`config.mk`:
```
export PLATFORM = sky130hd
export DESIGN_NAME = piso_serial_tx_flat
export DESIGN_NICKNAME = d
export VERILOG_FILES = /design/src/rtl/piso_serial_tx_if.sv /design/src/rtl/piso_serial_tx.sv /design/src/flat_wrapper.sv
export SDC_FILE = /design/constraint.sdc
export NUM_CORES = 1
export LEC_CHECK = 0
export ABC_AREA = 1
export ABC_CLOCK_PERIOD_IN_PS = 1900
export CAP_MARGIN = 40
export CORE_ASPECT_RATIO = 0.75
export CORE_UTILIZATION = 48
export DETAILED_ROUTE_END_ITERATION = 16
export PLACE_DENSITY = 0.8
export SYNTH_ARGS = -nofsm -noshare
export SYNTH_HDL_FRONTEND = slang
export SYNTH_SLANG_ARGS = --single-unit
```
`constraint.sdc`:
```
create_clock -name clk -period 1.9 [get_ports clk]
set_input_delay 0.19 -clock clk [delete_from_list [all_inputs] [get_ports clk]]
set_output_delay 0.19 -clock clk [all_outputs]
set_load 0.01 [all_outputs]
```
`src/rtl/piso_serial_tx_if.sv`:
```
// Parallel-load and serial-output bundle for piso_serial_tx.
// A word moves on a rising edge where load_valid && load_ready; load_ready never depends on load_valid.
interface piso_serial_tx_if #(
  parameter int WIDTH = 8
);
  logic [WIDTH-1:0] data_in;
  logic             load_valid;
  logic             load_ready;
  logic             serial_out;
  logic             bit_valid;
  logic             frame_start;
  logic             frame_done;
  logic             busy;

  modport master (
    output data_in, load_valid,
    input  load_ready, serial_out, bit_valid, frame_start, frame_done, busy
  );

  modport slave (
    input  data_in, load_valid,
    output load_ready, serial_out, bit_valid, frame_start, frame_done, busy
  );
endinterface

```
`src/rtl/piso_serial_tx.sv`:
```
// Parallel-in serial-out transmitter with a one-word holding register so
// consecutive frames can be streamed without bubbles.
module piso_serial_tx #(
  parameter int WIDTH      = 8,
  parameter bit MSB_FIRST  = 1'b1,
  parameter int GAP_CYCLES = 0
) (
  input  logic                clk,
  input  logic                rst,
  piso_serial_tx_if.slave     bus,
  output logic [1:0]          dbg_state
);

  localparam int CW = (WIDTH > 1) ? $clog2(WIDTH) : 1;
  localparam logic [CW-1:0] LAST_BIT = CW'(WIDTH - 1);
  localparam logic [7:0]    GAP_LAST = 8'(GAP_CYCLES - 1);

  typedef enum logic [1:0] {
    IDLE  = 2'd0,
    SHIFT = 2'd1,
    GAP   = 2'd2
  } state_t;

  state_t           state, state_n;
  logic [WIDTH-1:0] shreg, shreg_n;
  logic [WIDTH-1:0] hold, hold_n;
  logic             hold_full, hold_full_n;
  logic [CW-1:0]    bit_cnt, bit_cnt_n;
  logic [7:0]       gap_cnt, gap_cnt_n;
  logic             so_q, so_n;
  logic             bv_q, bv_n;
  logic             fs_q, fs_n;
  logic             fd_q, fd_n;
  logic             accept;
  logic             start;
  logic [WIDTH-1:0] start_word;
  logic [CW-1:0]    next_idx;

  function automatic logic bit_at(input logic [WIDTH-1:0] w, input logic [CW-1:0] idx);
    if (MSB_FIRST) return w[LAST_BIT - idx];
    else           return w[idx];
  endfunction

  assign accept   = bus.load_valid && !hold_full;
  assign next_idx = bit_cnt + 1'b1;

  always_comb begin
    state_n     = state;
    shreg_n     = shreg;
    hold_n      = hold;
    hold_full_n = hold_full;
    bit_cnt_n   = bit_cnt;
    gap_cnt_n   = gap_cnt;
    so_n        = 1'b0;
    bv_n        = 1'b0;
    fs_n        = 1'b0;
    fd_n        = 1'b0;
    start       = 1'b0;
    start_word  = bus.data_in;

    case (state)
      IDLE: begin
        // A word can be left in hold when it arrived on the final gap edge.
        if (hold_full) begin
          start       = 1'b1;
          start_word  = hold;
          hold_full_n = 1'b0;
        end else if (accept) begin
          start = 1'b1;
        end
      end
      SHIFT: begin
        if (accept) begin
          hold_n      = bus.data_in;
          hold_full_n = 1'b1;
        end
        if (bit_cnt == LAST_BIT) begin
          if (GAP_CYCLES == 0 && hold_full) begin
            start       = 1'b1;
            start_word  = hold;
            hold_full_n = 1'b0;
          end else if (GAP_CYCLES > 0) begin
            state_n   = GAP;
            gap_cnt_n = 8'd0;
          end else begin
            state_n = IDLE;
          end
        end else begin
          bit_cnt_n = next_idx;
          so_n      = bit_at(shreg, next_idx);
          bv_n      = 1'b1;
          fd_n      = (next_idx == LAST_BIT);
        end
      end
      GAP: begin
        if (accept) begin
          hold_n      = bus.data_in;
          hold_full_n = 1'b1;
        end
        if (gap_cnt == GAP_LAST) begin
          if (hold_full) begin
            start       = 1'b1;
            start_word  = hold;
            hold_full_n = 1'b0;
          end else begin
            state_n = IDLE;
          end
        end else begin
          gap_cnt_n = gap_cnt + 8'd1;
        end
      end
      default: state_n = IDLE;
    endcase

    if (start) begin
      state_n   = SHIFT;
      shreg_n   = start_word;
      bit_cnt_n = '0;
      so_n      = bit_at(start_word, '0);
      bv_n      = 1'b1;
      fs_n      = 1'b1;
    end
  end

  always_ff @(posedge clk or posedge rst) begin
    if (rst) begin
      state     <= IDLE;
      shreg     <= '0;
      hold      <= '0;
      hold_full <= 1'b0;
      bit_cnt   <= '0;
      gap_cnt   <= 8'd0;
      so_q      <= 1'b0;
      bv_q      <= 1'b0;
      fs_q      <= 1'b0;
      fd_q      <= 1'b0;
    end else begin
      state     <= state_n;
      shreg     <= shreg_n;
      hold      <= hold_n;
      hold_full <= hold_full_n;
      bit_cnt   <= bit_cnt_n;
      gap_cnt   <= gap_cnt_n;
      so_q      <= so_n;
      bv_q      <= bv_n;
      fs_q      <= fs_n;
      fd_q      <= fd_n;
    end
  end

  assign bus.load_ready  = !hold_full;
  assign bus.serial_out  = so_q;
  assign bus.bit_valid   = bv_q;
  assign bus.frame_start = fs_q;
  assign bus.frame_done  = fd_q;
  assign bus.busy        = (state != IDLE) || hold_full;
  assign dbg_state       = state;

endmodule

```
`src/flat_wrapper.sv`:
```
// flat-port wrapper written by rule: the top's interface ports become plain ports
module piso_serial_tx_flat 
#(
  parameter int WIDTH      = 8,
  parameter bit MSB_FIRST  = 1'b1,
  parameter int GAP_CYCLES = 0
)
  (clk, rst, dbg_state, bus_data_in, bus_load_valid, bus_load_ready, bus_serial_out, bus_bit_valid, bus_frame_start, bus_frame_done, bus_busy);
  piso_serial_tx_if #(.WIDTH(WIDTH)) bus_i ();
  input  logic clk;
  input  logic rst;
  output logic [1:0] dbg_state;
  input wire logic [$bits(bus_i.data_in)-1:0] bus_data_in;
  input wire logic [$bits(bus_i.load_valid)-1:0] bus_load_valid;
  output wire logic [$bits(bus_i.load_ready)-1:0] bus_load_ready;
  output wire logic [$bits(bus_i.serial_out)-1:0] bus_serial_out;
  output wire logic [$bits(bus_i.bit_valid)-1:0] bus_bit_valid;
  output wire logic [$bits(bus_i.frame_start)-1:0] bus_frame_start;
  output wire logic [$bits(bus_i.frame_done)-1:0] bus_frame_done;
  output wire logic [$bits(bus_i.busy)-1:0] bus_busy;
  assign bus_i.data_in = bus_data_in;
  assign bus_i.load_valid = bus_load_valid;
  assign bus_load_ready = bus_i.load_ready;
  assign bus_serial_out = bus_i.serial_out;
  assign bus_bit_valid = bus_i.bit_valid;
  assign bus_frame_start = bus_i.frame_start;
  assign bus_frame_done = bus_i.frame_done;
  assign bus_busy = bus_i.busy;
  piso_serial_tx #(.WIDTH(WIDTH), .MSB_FIRST(MSB_FIRST), .GAP_CYCLES(GAP_CYCLES)) u_core (.clk(clk), .rst(rst), .bus(bus_i), .dbg_state(dbg_state));
endmodule
```
==> metrics.md, run 1 <==
| Metric | Value |
|---|---|
| Final GP Congestion | `0.802` |
| Worst-path clk slew | `150 ps` |
| GRT Residual Overflow | `0` |
| Max FO, Critical Path | `11` |
| Most common cell after layout, fill and taps aside | `nand2_1` |
| Final setup fails | `0` |
| Starting Density | `50.7%` |
| Filler cell count | `211` |
| Nature of the critical path endpoint | `register` |
| Setup CP Type | `reg -> reg` |
| Clk_lat worst skew | `340 ps` |
| Pins Over Slew Limit | `0` |
| CP Launch Type | `register` |
| CP dominant cell by count | `nand2_2` |
| Layout cells sized above 1 | `8.18%` |
| Unrepaired setup endpoints after global routing | `false` |
| GRT Util Overall | `21.2%` |
| Yosys cell types | `15` |
| Max incr delay on CP | `470 ps` |
| Clock skew | `16.9 ps` |
| Minimum clock period | `1760 ps` |
| Flop and latch count out of synthesis | `25` |
| Flop pwr share | `42.7%` |
| Number of diodes | `0` |
| Routed Antenna Nets | `0` |
| Worst path top cell family by delay | `simple AND/OR/NAND/NOR gates` |
| H-tree levels | `1` |
| Sequential element share of the synthesized area | `53.9%` |
| First-pass GRT wire length | `3930 microns` |
| Number of global-route vias before repair | `885` |
| Vias per Instance | `5.01` |
| DR pass1 iterations | `4` |
| WHS | `183 ps` |
| Design Power | `0.00221 W` |
| Internal Dissipation | `0.00127 W` |
| Switch share | `42.5%` |
| DRC Markers | `0` |
| Dpl hpwl | `1750 microns` |
| Fin area | `1390 sq um` |
| Final WL | `2360 microns` |
| P_leak | `0.705 nW` |
| Syn avg cell area | `8.28 sq um` |
| Power density cells | `1590 nW/um^2` |
| Data arrival, critical path | `2030 ps` |
| Largest net degree at the start of global routing | `26` |
| Post-Synthesis Cell Area | `1160 sq um` |
| Worst vdd ir | `0.000702 V` |
| Critical path's slowest cell | `dfrtp_1` |
| Syn nets | `154` |
| Die Wd | `58.8 microns` |
| IO Port Bufs | `17` |
| Standard-cell rows | `15` |
| Num CTS Buffers | `3` |
| CP Cell Sequence | `ha_1 > ha_1 > inv_1 > nand2_2 > nand2_2 > nand2_2 > nor2_4 > nand2_1 > nand2_1` |
| Final std cells w/o fill | `193` |
| Layout area overhead | `19.8%` |
| Outcome | `finished clean` |
| Number of DRC violations after detailed-routing iteration 0 | `38` |
| Area of the die | `2620 sq um` |
| Storage cell area | `626 sq um` |
| Number of nets in the layout | `174` |
| # clock sinks | `25` |
| Die H | `44.6 microns` |
| Antenna violations before repair | `0` |
| Sw Pwr | `0.000939 W` |
| Hold-fix buffers, CTS | `0` |
| Worst min path class | `in -> async` |
| Max-cap violations | `0` |
| IO Count | `19` |
| CP required | `2170 ps` |
| Post_cts resized | `0` |
| Placed insts | `189` |
| Via count | `967` |
| Syn Inst Count | `140` |
| Setup Buffers After CTS | `0` |
| Root Buffer | `clkbuf_4` |
| Core Area | `2290 sq um` |
| Clock buffer depth | `2` |
| Routed len/inst | `12.2 microns` |
| Final hold vios | `0` |
| Final critical-path share of the clock period | `92.4%` |
| CTS tree | `yes` |
| Logic pwr share | `46.1%` |
| Leading cell types in the layout, fill and taps excluded | `45 x nand2_1, 25 x dfrtp_1, 18 x inv_1, 18 x nand3_1, 17 x clkdlybuf4s50_1` |
| Bufs and invs on worst path | `1` |
| Dominant cell type by area after synthesis | `dfrtp_1` |
| Yosys warning count | `0` |
| Setup TNS | `0 ps` |
| Area of the multi-input gates | `439 sq um` |
| Area contributors post-synth | `dfrtp_1 54%, nand2_1 15%, nand3_1 7.8%` |
| Power share of the clock group | `11.2%` |
| Synth top area share | `53.9%` |
| Fmax | `0.570 GHz` |
| Post-DP Area | `1360 sq um` |
==> flip-flops by register name, summed over array words and instances, names as in the netlist <==
name	flops
u_core.hold	8
u_core.shreg	8
u_core.bit_cnt	3
u_core.bus.bit_valid	1
u_core.bus.frame_done	1
u_core.bus.frame_start	1
u_core.bus.serial_out	1
u_core.dbg_state	1
u_core.hold_full	1
==> worst reg2reg max path, stage by stage (launching register included) <==
cell	delay, ps
dfrtp_1	470
ha_1	230
ha_1	220
inv_1	90
nand2_2	80
nand2_2	190
nand2_2	120
nor2_4	160
nand2_1	70
nand2_1	60
==> final timing paths <==
kind                       slack [ps]  cells after the start              start                      to
setup / recovery                  140                      9  u_core.bit_cnt[0]       u_core.bit_cnt[0]
hold / removal                    180                      3                rst  u_core.bus.frame_start
setup reg to reg                  140                      9  u_core.bit_cnt[0]       u_core.bit_cnt[0]
hold reg to reg                   500                      2  u_core.bit_cnt[2]       u_core.bit_cnt[2]
max in group asynchronous        1450                      3                rst         u_core.shreg[6]
min in group clk                  430                      3     bus_data_in[1]          u_core.hold[1]
==> cells by family after synthesis <==
| kind of cell | Yosys count | synth area share, % |
|---|---|---|
| simple gates | 75 | 28.7 |
| fa+ha+maj | 3 | 3.24 |
| other cells | 1 | 0.323 |
| compound gates | 13 | 5.61 |
| flops | 25 | 53.9 |
| buf+inv | 23 | 8.20 |
==> stage by stage <==
step | setup slack, ps | utilization [%]
after global placement | 278 | 59.4
final | 145 | 60.7
after CTS | 155 | 60.7
after global routing | 18.0 | 60.7
after floorplan | 406 | -
after detailed placement | 191 | 59.4
==> layer usage <==
metal  part of all wire [%]  track usage [%]
met2                     47             33.6
met1                     45             26.4
met3                    5.9             6.43
met5                      0                0
met4                    2.2             11.0
==> cell usage after synthesis <==
cell type / count
nand3_1: 18
dfrtp_1: 25
nand2_2: 3
nor2_1: 6
inv_1: 18
nand2_1: 45
a21oi_1: 1
nand3_2: 1
ha_1: 3
buf_4: 2
conb_1: 1
nor2_4: 2
inv_2: 2
buf_2: 1
o21ai_0: 12
==> power by group through the flow <==
stage / Clock, W / Combinational [W] / Sequential (W)
2_1_floorplan: 0 / 0.000692 / 0.000933
3_3_place_gp: 0 / 0.000952 / 0.000948
4_1_cts: 0.000254 / 0.00101 / 0.000938
6_report: 0.000248 / 0.00102 / 0.000944
5_1_grt: 0.000276 / 0.00115 / 0.000973
3_5_place_dp: 0 / 0.00101 / 0.000953
==> area by class of cell <==
type / count / area share (%)
tap: 34 / 3.06
sequential: 25 / 45.0
clock buffer: 3 / 1.62
timing repair buffer: 18 / 12.8
inverter: 20 / 5.40
clock inverter: 1 / 0.540
multi-input combinational: 92 / 31.6
(Power assumes the default switching activity.)
==> run 2, diff against run 1 <==
--- a/config.mk
+++ b/config.mk
@@ -9,9 +9,9 @@
 export ABC_CLOCK_PERIOD_IN_PS = 1900
 export CAP_MARGIN = 40
 export CORE_ASPECT_RATIO = 0.75
-export CORE_UTILIZATION = 48
+export CORE_UTILIZATION = 31
 export DETAILED_ROUTE_END_ITERATION = 16
-export PLACE_DENSITY = 0.8
+export PLACE_DENSITY = 0.58
 export SYNTH_ARGS = -nofsm -noshare
 export SYNTH_HDL_FRONTEND = slang
 export SYNTH_SLANG_ARGS = --single-unit
==> run 2 against run 1 <==
Net effect:
- register-to-register slack improved by 30 ps
- combinational power about the same
- critical path depth unchanged
- critical endpoint unchanged
- design area increased by 2.6%
- largest cell class unchanged
- global-route usage decreased by 6.8 points
- wire length decreased by 0.25%
- via count decreased by 3.3%
==> metrics.md, run 2 (same netlist as run 1, synthesis figures left out) <==
| Metric | Value |
|---|---|
| Number of global-route vias before repair | `869` |
| Worst-path clk slew | `90 ps` |
| CP Cell Sequence | `ha_1 > ha_1 > inv_1 > nand2_2 > nand2_2 > nand2_2 > nor2_4 > nand2_1 > nand2_1` |
| Standard-cell rows | `18` |
| Via count | `935` |
| Reg2reg end | `u_core.bit_cnt[0]` |
| Layout cells sized above 1 | `8.18%` |
| Number of diodes | `0` |
| Outcome | `finished clean` |
| Most common cell after layout, fill and taps aside | `nand2_1` |
| Critical path's slowest cell | `dfrtp_1` |
| GRT Residual Overflow | `0` |
| Core Area | `3420 sq um` |
| Largest net degree at the start of global routing | `26` |
| Pins Over Slew Limit | `0` |
| DRC Markers | `0` |
| Root Buffer | `clkbuf_8` |
| GRT Util Overall | `14.4%` |
| First-pass GRT wire length | `4110 microns` |
| Setup CP Type | `reg -> reg` |
| Placed insts | `205` |
| Data arrival, critical path | `1940 ps` |
| Dpl hpwl | `1780 microns` |
| Post_cts resized | `0` |
| Layout area overhead | `23.0%` |
| Starting Density | `33.9%` |
| Worst vdd ir | `0.000585 V` |
| Final WL | `2350 microns` |
| CP Launch Type | `register` |
| Critical path depth in cells | `9` |
| Max-cap violations | `0` |
| Reg2reg path depth | `9` |
| Num CTS Buffers | `3` |
| Number of nets in the layout | `174` |
| Final std cells w/o fill | `209` |
| Antenna violations before repair | `0` |
| RR Startpoint | `u_core.bit_cnt[0]` |
| Fmax | `0.578 GHz` |
| Die Wd | `72.6 microns` |
| CTS tree | `yes` |
| Number of DRC violations after detailed-routing iteration 0 | `50` |
| Worst min path class | `in -> async` |
| CP required | `2110 ps` |
| Routed Antenna Nets | `0` |
| IO Port Bufs | `17` |
| Final setup fails | `0` |
| Minimum clock period | `1730 ps` |
| Area of the die | `3990 sq um` |
| Worst path top cell family by delay | `simple AND/OR/NAND/NOR gates` |
| DR pass1 iterations | `4` |
| Max incr delay on CP | `450 ps` |
| Bufs and invs on worst path | `1` |
| Clock skew | `3.17 ps` |
| Filler cell count | `345` |
| P_leak | `0.717 nW` |
| Power density cells | `1580 nW/um^2` |
| Clock buffer depth | `2` |
| Nature of the critical path endpoint | `register` |
| Final GP Congestion | `0.787` |
| Max FO, Critical Path | `11` |
| CP dominant cell by count | `nand2_2` |
| Vias per Instance | `4.47` |
| Setup TNS | `0 ps` |
| Unrepaired setup endpoints after global routing | `false` |
| Routed len/inst | `11.3 microns` |
| Final critical-path share of the clock period | `91.0%` |
| IO Count | `19` |
| Leading cell types in the layout, fill and taps excluded | `45 x nand2_1, 25 x dfrtp_1, 18 x inv_1, 18 x nand3_1, 17 x clkdlybuf4s50_1` |
| Top flop regs | `u_core.hold (8), u_core.shreg (8), u_core.bit_cnt (3)` |
| Hold-fix buffers, CTS | `0` |
| R2R setup slack | `170 ps` |
| Die H | `55.0 microns` |
| H-tree levels | `1` |
| Final hold vios | `0` |
| Clk_lat worst skew | `270 ps` |
| Setup Buffers After CTS | `0` |
| # clock sinks | `25` |
[run 2: cell count changes in the layout (fill, tap and decap cells not counted), sizes merged]
cell,change
clkinv,+1
clkinvlp,-1
[run 2: per-stage QoR]
stage / cell area (sq um) / hold WS, ps / utilization, % / power (W) / worst slack (ps)
2_1_floorplan: 1160 / 217 / - / 0.00162 / 406
3_3_place_gp: 1380 / 468 / 40.3 / 0.00192 / 262
3_5_place_dp: 1380 / 468 / 40.3 / 0.00196 / 204
4_1_cts: 1430 / 265 / 41.7 / 0.00228 / 173
5_1_grt: 1430 / 300 / 41.7 / 0.00248 / 27.6
6_report: 1430 / 257 / 41.7 / 0.00226 / 171
[run 2: layout make-up]
| class | count | area [sq um] | share of cell area [%] |
|---|---|---|---|
| Sequential cell | 25 | 626 | 43.9 |
| Multi-Input combinational cell | 92 | 439 | 30.8 |
| Clock buffer | 3 | 41.3 | 2.89 |
| Clock inverter | 1 | 5.00 | 0.351 |
| Tap cell | 50 | 62.6 | 4.39 |
| Timing Repair Buffer | 18 | 178 | 12.5 |
| Inverter | 20 | 75.1 | 5.26 |
[run 2: worst max path at each step]
| stage | to | start | slack, ps |
|---|---|---|---|
| floorplan | u_core.shreg[0] | u_core.bit_cnt[0] | 410 |
| finish | u_core.bit_cnt[0] | u_core.bit_cnt[0] | 170 |
| CTS | u_core.bit_cnt[0] | u_core.bit_cnt[0] | 170 |
| global placement | u_core.bit_cnt[0] | u_core.bit_cnt[0] | 260 |
| global route | u_core.bit_cnt[0] | u_core.bit_cnt[0] | 30 |
| detailed placement | u_core.bit_cnt[0] | u_core.bit_cnt[0] | 200 |
[run 2: power by group]
group          leakage (nW)  internal [W]  switching, W
Clock                0.0255      0.000147      0.000168
Sequential            0.303      0.000788      0.000165
Combinational         0.389      0.000405      0.000584
[run 2: routing by layer]
metal,wire length [microns],vias up,GRT usage [%]
li1,-,472,-
met1,1180,432,19.0
met2,1020,24,22.1
met3,114,7,4.71
met4,44,0,5.88
met5,0,-,0
[run 2: worst register-to-register path, cell delays in order, from the launching register on]
cell	delay [ps]
dfrtp_1	450
ha_1	230
ha_1	230
inv_1	80
nand2_2	80
nand2_2	200
nand2_2	120
nor2_4	160
nand2_1	70
nand2_1	60
==> run 3, diff against run 2 <==
--- a/config.mk
+++ b/config.mk
@@ -8,10 +8,12 @@
 export ABC_AREA = 1
 export ABC_CLOCK_PERIOD_IN_PS = 1900
 export CAP_MARGIN = 40
+export CELL_PAD_IN_SITES_DETAIL_PLACEMENT = 0
+export CELL_PAD_IN_SITES_GLOBAL_PLACEMENT = 1
 export CORE_ASPECT_RATIO = 0.75
 export CORE_UTILIZATION = 31
 export DETAILED_ROUTE_END_ITERATION = 16
-export PLACE_DENSITY = 0.58
+export PLACE_DENSITY = 0.72
 export SYNTH_ARGS = -nofsm -noshare
 export SYNTH_HDL_FRONTEND = slang
 export SYNTH_SLANG_ARGS = --single-unit
==> run 3 against run 2 <==
Net effect:
- flip-flop and latch count did not move
- clock-buffer cell count unchanged
- clock skew is 1.5 ps lower
- wire length fell by 1.5%
- register-to-register slack better by 40 ps
- design area rose by 0.53%
- setup slack better by 40 ps
- sequential power about the same
- critical path type unchanged
- cell count is 0.48% higher
- sequential share of layout area down 0.23 points
- via count is 2.8% lower
- global-route usage fell by 0.49 points
- largest power group unchanged
==> metrics.md, run 3 (same netlist as run 1, synthesis figures left out) <==
| Metric | Value |
|---|---|
| Outcome | `finished clean` |
| Logic pwr share | `43.6%` |
| Antenna violations before repair | `0` |
| Setup TNS | `0 ps` |
| Core Area | `3420 sq um` |
| IO Port Bufs | `17` |
| Number of nets in the layout | `175` |
| Filler cell count | `380` |
| Power share of the clock group | `14.1%` |
| Area of the die | `3990 sq um` |
| Area of the multi-input gates | `439 sq um` |
| Routed len/inst | `11.0 microns` |
| Final hold vios | `0` |
| Setup Buffers After CTS | `0` |
| Standard-cell rows | `18` |
| Final WL | `2320 microns` |
| GRT Residual Overflow | `0` |
| First-pass GRT wire length | `3940 microns` |
| Post_cts resized | `0` |
| CTS tree | `yes` |
| Internal Dissipation | `0.00134 W` |
| Starting Density | `33.9%` |
| Vias per Instance | `4.33` |
| Number of DRC violations after detailed-routing iteration 0 | `23` |
| Dpl ws | `211 ps` |
| Setup CP Type | `reg -> reg` |
| Flop pwr share | `42.4%` |
| Max FO, Critical Path | `11` |
| Power density cells | `1560 nW/um^2` |
| Layout area overhead | `23.6%` |
| CP Launch Type | `register` |
| # clock sinks | `25` |
| Worst min path class | `in -> async` |
| Storage cell area | `626 sq um` |
| Final critical-path share of the clock period | `88.9%` |
| Clock skew | `1.67 ps` |
| Root Buffer | `clkbuf_8` |
| GRT Util Overall | `13.9%` |
| Routed Antenna Nets | `0` |
| Most common cell after layout, fill and taps aside | `nand2_1` |
| DRC Markers | `0` |
| Unrepaired setup endpoints after global routing | `false` |
| Dpl hpwl | `1750 microns` |
| Final GP Congestion | `0.746` |
| Switch share | `40.1%` |
| Fmax | `0.592 GHz` |
| Top flop regs | `u_core.hold (8), u_core.shreg (8), u_core.bit_cnt (3)` |
| Clk_lat worst skew | `270 ps` |
| Data arrival, critical path | `1900 ps` |
| Number of diodes | `0` |
| R2R setup slack | `210 ps` |
| Largest net degree at the start of global routing | `26` |
| Die H | `55.0 microns` |
| H-tree levels | `1` |
| Final Worst Setup Slack | `211 ps` |
| Worst vdd ir | `0.000646 V` |
| DR pass1 iterations | `4` |
| Number of global-route vias before repair | `844` |
| Num CTS Buffers | `3` |
| CP required | `2110 ps` |
| IO Count | `19` |
| Minimum clock period | `1690 ps` |
| Layout cells sized above 1 | `8.75%` |
| Final setup fails | `0` |
| Max-cap violations | `0` |
| Nature of the critical path endpoint | `register` |
| Hold-fix buffers, CTS | `0` |
| Worst-path clk slew | `90 ps` |
| P_leak | `0.722 nW` |
| Sw Pwr | `0.000899 W` |
| Via count | `909` |
| Leading cell types in the layout, fill and taps excluded | `45 x nand2_1, 25 x dfrtp_1, 18 x inv_1, 18 x nand3_1, 17 x clkdlybuf4s50_1` |
| Clock buffer depth | `2` |
| Die Wd | `72.6 microns` |
| Pins Over Slew Limit | `0` |
==> run 3: changes by cell type in the layout (fill, tap and decap cells not counted), sizes merged <==
cell	change
buf	+1
==> run 3: routing by layer <==
| layer | up-vias | track usage, % | part of all wire (%) |
|---|---|---|---|
| met4 | 0 | 3.92 | 0.78 |
| li1 | 472 | - | - |
| met2 | 21 | 20.6 | 42 |
| met5 | - | 0 | 0 |
| met3 | 2 | 4.53 | 6.0 |
| met1 | 414 | 19.5 | 51 |
==> run 3: worst paths after layout <==
path                                   startpoint         endpoint  depth (start not counted)
min in group clk                   u_core.hold[0]   u_core.hold[0]                          2
worst min register to register     u_core.hold[0]   u_core.hold[0]                          2
worst min-delay path                          rst   u_core.hold[1]                          3
worst max-delay path            u_core.bit_cnt[0]  u_core.shreg[3]                          9
worst max register to register  u_core.bit_cnt[0]  u_core.shreg[3]                          9
max in group asynchronous                     rst  u_core.shreg[3]                          3
==> run 3: worst max-delay path, stage by stage (launching register included) <==
cell	delay (ps)
dfrtp_1	450
ha_1	230
ha_1	220
inv_1	80
nand2_2	90
nand2_2	190
nand2_2	110
inv_2	140
nand2_1	70
nand3_1	70
==> run 3: power groups by stage <==
| stage | Clock, W | Sequential [W] | Combinational (W) |
|---|---|---|---|
| after detailed placement | 0 | 0.000961 | 0.000993 |
| final | 0.000316 | 0.000950 | 0.000977 |
| after global placement | 0 | 0.000960 | 0.000979 |
| after floorplan | 0 | 0.000933 | 0.000692 |
| after CTS | 0.000332 | 0.000949 | 0.000999 |
| after global routing | 0.000353 | 0.000976 | 0.00113 |
==> run 3: layout make-up <==
cell class / count / area share (%)
multi-input combinational: 92 / 30.6
sequential: 25 / 43.6
inverter: 20 / 5.24
clock buffer: 3 / 2.88
timing repair buffer: 19 / 12.9
tap: 50 / 4.36
clock inverter: 1 / 0.349
==> run 3: stage by stage <==
stage	util (%)	hold WS [ps]	instances	total power, W	instance area [sq um]
3_3_place_gp	40.5	468	206	0.00194	1390
6_report	41.9	261	210	0.00224	1430
5_1_grt	41.9	331	210	0.00246	1430
2_1_floorplan	-	217	140	0.00162	1160
4_1_cts	41.9	272	210	0.00228	1430
3_5_place_dp	40.5	472	206	0.00195	1390
